File: config.mk
export PLATFORM = sky130hd
export DESIGN_NAME = digest_fifo
export DESIGN_NICKNAME = d
export VERILOG_FILES = /design/src/rtl/digest_fifo.sv
export SDC_FILE = /design/constraint.sdc
export NUM_CORES = 1
export LEC_CHECK = 0
export CAP_MARGIN = 20
export CORE_ASPECT_RATIO = 0.6
export CORE_MARGIN = 10
export CORE_UTILIZATION = 45
export CTS_CLUSTER_SIZE = 28
export DETAILED_ROUTE_END_ITERATION = 12
export PLACE_DENSITY = 0.64
export SLEW_MARGIN = 20
export SYNTH_ARGS = -nofsm -noshare
export SYNTH_HDL_FRONTEND = slang
export SYNTH_SLANG_ARGS = --single-unit
export TNS_END_PERCENT = 30
File: constraint.sdc
create_clock -name clk -period 3.4 [get_ports clk]
set_clock_uncertainty 0.2 [all_clocks]
set_input_delay 0.85 -clock clk [delete_from_list [all_inputs] [get_ports clk]]
set_output_delay 0.85 -clock clk [all_outputs]
set_load 0.02 [all_outputs]
File: src/rtl/digest_fifo.sv
// Byte FIFO buffering digest bytes and releasing them in CAN-payload bursts; status flags decode from the registered count.
// Define DIGEST_FIFO_FWFT_EN for first-word fall-through reads; default is a registered read with 1-cycle latency.
module digest_fifo #(
  parameter int DATA_W    = 8,
  parameter int DEPTH     = 32,
  parameter int ADDR_W    = 5,
  parameter int BURST_LEN = 8,
  parameter int AF_THRESH = 28,
  parameter int AE_THRESH = 4
) (
  input  logic              clk,
  input  logic              rst,
  input  logic              flush,
  input  logic              wr,
  input  logic [DATA_W-1:0] din,
  input  logic              rd,
  output logic [DATA_W-1:0] dout,
  output logic              valid,
  output logic              empty,
  output logic              full,
  output logic              almost_full,
  output logic              almost_empty,
  output logic              burst_rdy,
  output logic [ADDR_W:0]   count,
  output logic              overflow,
  output logic              underflow,
  input  logic              err_clr
);

  localparam logic [ADDR_W:0] DEPTH_C = DEPTH[ADDR_W:0];
  localparam logic [ADDR_W:0] AF_C    = AF_THRESH[ADDR_W:0];
  localparam logic [ADDR_W:0] AE_C    = AE_THRESH[ADDR_W:0];
  localparam logic [ADDR_W:0] BURST_C = BURST_LEN[ADDR_W:0];

  logic [DATA_W-1:0] mem [DEPTH];

  logic [ADDR_W-1:0] wptr_q, wptr_d;
  logic [ADDR_W-1:0] rptr_q, rptr_d;
  logic [ADDR_W:0]   count_q, count_d;
  logic              ovf_q, ovf_d;
  logic              udf_q, udf_d;
  logic              rd_ok, wr_ok;

  assign empty        = (count_q == '0);
  assign full         = (count_q == DEPTH_C);
  assign almost_full  = (count_q >= AF_C);
  assign almost_empty = (count_q <= AE_C);
  assign burst_rdy    = (count_q >= BURST_C);
  assign count        = count_q;
  assign overflow     = ovf_q;
  assign underflow    = udf_q;

  // A full FIFO still takes a write when a read frees the slot on the same edge.
  assign rd_ok = rd && !empty;
  assign wr_ok = wr && (!full || rd_ok);

  always_comb begin
    wptr_d  = wptr_q;
    rptr_d  = rptr_q;
    count_d = count_q;
    ovf_d   = ovf_q;
    udf_d   = udf_q;
    if (err_clr) begin
      ovf_d = 1'b0;
      udf_d = 1'b0;
    end
    if (flush) begin
      wptr_d  = '0;
      rptr_d  = '0;
      count_d = '0;
    end else begin
      if (wr_ok) wptr_d = wptr_q + 1'b1;
      if (rd_ok) rptr_d = rptr_q + 1'b1;
      count_d = count_q + {{ADDR_W{1'b0}}, wr_ok} - {{ADDR_W{1'b0}}, rd_ok};
      if (wr && !wr_ok) ovf_d = 1'b1;
      if (rd && !rd_ok) udf_d = 1'b1;
    end
  end

  always_ff @(posedge clk) begin
    if (!rst) begin
      wptr_q  <= '0;
      rptr_q  <= '0;
      count_q <= '0;
      ovf_q   <= 1'b0;
      udf_q   <= 1'b0;
    end else begin
      wptr_q  <= wptr_d;
      rptr_q  <= rptr_d;
      count_q <= count_d;
      ovf_q   <= ovf_d;
      udf_q   <= udf_d;
    end
  end

  always_ff @(posedge clk) begin
    if (rst && !flush && wr_ok) mem[wptr_q] <= din;
  end

`ifdef DIGEST_FIFO_FWFT_EN
  // Gate on empty so dout reads 0 out of reset instead of stale array contents.
  assign dout  = empty ? '0 : mem[rptr_q];
  assign valid = !empty;
`else
  logic [DATA_W-1:0] dout_q, dout_d;
  logic              valid_q, valid_d;

  always_comb begin
    dout_d  = dout_q;
    valid_d = 1'b0;
    if (rd_ok && !flush) begin
      dout_d  = mem[rptr_q];
      valid_d = 1'b1;
    end
  end

  always_ff @(posedge clk) begin
    if (!rst) begin
      dout_q  <= '0;
      valid_q <= 1'b0;
    end else begin
      dout_q  <= dout_d;
      valid_q <= valid_d;
    end
  end

  assign dout  = dout_q;
  assign valid = valid_q;
`endif

endmodule

==> metrics <==
die width 224.4 µm; syn nets 647; Syn. warnings 0; CP Max Fanout 4; CP endpoint burst_rdy; dpl cells 1007; Worst-path clk slew 0.06 ns; maxcap violations 0; Root Buffer clkbuf_16; Setup WS post-layout 0.1952 ns; CP endpoint kind output pin; FF+latch count, synth 283; min-delay worst type reg2reg; IO Pins 36; Core Footprint 24440 µm²; via count 5968; post-cts hold buffer count 0; cell leakage power 4.271 nW; Tmin final 3.205 ns; critical path depth 5; Post-DP Area 12380 µm²; vias in the first global route 6070; pin count of the biggest net entering global routing 37; Slowest Stage Delay on Critical Path 0.63 ns; R2R cell count 14; TritonRoute pass-1 iters 4; Post-CTS Setup Inserts 0; Final Hold Vio Count 0; antenna diode count 0; Initial Util 46.14%; Setup crit start kind flop; clock buffer depth 3; first-pass GRT wire length 37960 µm; met2 wire len 11130 µm; Final Wtd Congestion 0.7893; Netlist Area Pre-Place 11280 µm²; max-slew violation count 0; Finished Cell Area 13250 µm²; Reg-to-Reg End count[4]; Crit-path slowest cell clkdlybuf4s50_1; worst-margin pin slew 0.9822 ns; WL/cell 23.54 µm; commonest non-fill, non-tap cell in the layout edfxtp_1; final routed DRC violation total 0; CTS Sinks 283; buffers plus inverters on the worst setup path 3; M1 wire length 11540 µm; Routed Antenna Nets 0; synthesized area per cell 18.34 µm²; die area 32000 µm²; commonest non-fill, non-tap cells in the layout 256 x edfxtp_1, 66 x buf_4, 52 x nor2_1, 45 x mux4_2, 37 x mux2i_1; unrepaired setup endpoints after global routing false; Crit path top cell by count inv_1; Slew HR 34.43%; max layer used met4; share of cells above drive strength 1 21.99%; status finished, final reports clean; gr usage total 15.84%; worst reg2reg startpoint count[3]; CP Cell Sequence inv_1 -> ha_1 -> inv_1 -> o21ai_0 -> clkdlybuf4s50_1; crit path kind reg2out; fmax 0.3120 GHz; CTS resizes 1; Total Wirelength 24820 µm; die height 142.6 µm; Crit. Startpoint count[4]; crit-path leading delay family buffers and inverters; # port buffers 35; row count 44; synth unique cells 44; Required @ worst endpoint 2.35 ns; post-route setup TNS 0 ns; CTS tree built; VDD IR-drop max 0.3935 mV; number of CTS-inserted buffers 26; number of DRC markers in iteration 0 618; FF-to-FF setup slack 0.57 ns; post-route clock period utilization 94.26%; Seq/Total Area, Yosys 72.95%; Layout Nets 745; via/cell ratio 5.662; dpl hpwl 16240 µm; initial antenna violation count 0; clock latency on the worst-skew pair 0.54 ns; crit path DAT 2.15 ns; Remaining Overflow, GRT 0; Cell Pwr Density 603.3 nW/µm²; pre-CTS setup slack 0.07602 ns; Layout area overhead 17.47%; DR WL met3 1755 µm; Syn Inst Count 615; htree depth 1; # setup viols final 0; Final Instance Count excl. Fillers 1054; total power 0.007993 W
==> report_power, final <==
group          total, W  switching (W)  internal [W]
registers       0.00391      0.0000734       0.00384
clock network   0.00289        0.00122       0.00167
logic           0.00119       0.000607      0.000586
==> through the flow <==
stage               util, %  hold slack (ns)
detailed placement    50.63           0.2712
global route          54.20           0.3099
finish                54.20           0.2838
CTS                   54.09           0.2910
floorplan                 -           0.3506
global placement      50.63           0.2665
==> Yosys cell counts <==
library cell	n	area (µm²)
inv_1	13	48.80
mux4_1	3	78.83
nor4bb_1	1	10.01
fa_1	1	20.02
a211oi_1	1	7.510
nand2b_1	4	25.02
a21oi_1	20	100.1
o21ai_0	3	15.01
nand4bb_1	1	11.26
dfxtp_1	27	540.5
nand3_1	8	40.04
nand4_1	4	25.02
a2111oi_1	2	20.02
a22o_1	14	122.6
and2_1	2	12.51
mux2i_1	37	370.4
nand2_1	12	45.04
a311oi_1	1	8.760
xnor2_1	5	43.79
a22oi_1	7	52.55
edfxtp_1	256	7687
buf_12	1	20.02
buf_4	3	22.52
o221ai_1	7	61.31
a32o_1	1	10.01
mux4_2	45	1013
or3b_2	2	17.52
clkbuf_1	17	63.81
o22ai_1	8	50.05
o21bai_1	2	15.01
nor2b_1	5	31.28
buf_2	5	25.02
ha_1	17	212.7
buf_1	3	11.26
nor2_1	52	195.2
a2111oi_2	5	75.07
nand3b_1	4	30.03
a21o_1	1	7.510
buf_6	3	33.78
xor2_1	6	52.55
o21a_1	1	7.510
a21boi_0	3	22.52
nand4b_1	1	8.760
or3_1	1	6.260
==> state kept, by name, indices dropped and copies added, names as in the netlist <==
name and cells:
mem 256, count 6, overflow 1, wptr_q 5, dout 8, valid 1
underflow 1, rptr_q 5
==> metal layers <==
layer  up-vias  global-route usage (%)
met4         0                   3.384
met1      3079                   23.37
met3        36                   3.108
met2       191                   23.92
met5         -                       0
li1       2662                       -
==> layout make-up <==
cell class | instances | area [µm²]
Inverter | 13 | 48.80
Multi-Input combinational cell | 287 | 2856
Timing Repair Buffer | 102 | 868.3
Tap cell | 322 | 402.9
Fill cell | 1910 | 11190
Clock inverter | 16 | 148.9
Sequential cell | 283 | 8233
Clock buffer | 31 | 690.7
==> kinds of logic after synthesis <==
logic type	after synthesis	share of synthesized area [%]
flops	283	72.95
simple gates	97	4.060
mux	85	12.97
compound gates	76	5.103
buf+inv	45	1.997
fa+ha+maj	18	2.063
xor+xnor	11	0.8542
==> worst min-delay path by stage <==
stage | from | to | cells past startpoint | slack [ns]
detailed placement | dout[3] | dout[3] | 1 | 0.27
global placement | overflow | overflow | 2 | 0.27
CTS | dout[3] | dout[3] | 1 | 0.29
finish | dout[5] | dout[5] | 1 | 0.28
global route | dout[6] | dout[6] | 1 | 0.31
floorplan | overflow | overflow | 2 | 0.35
(Power assumes the default switching activity.)
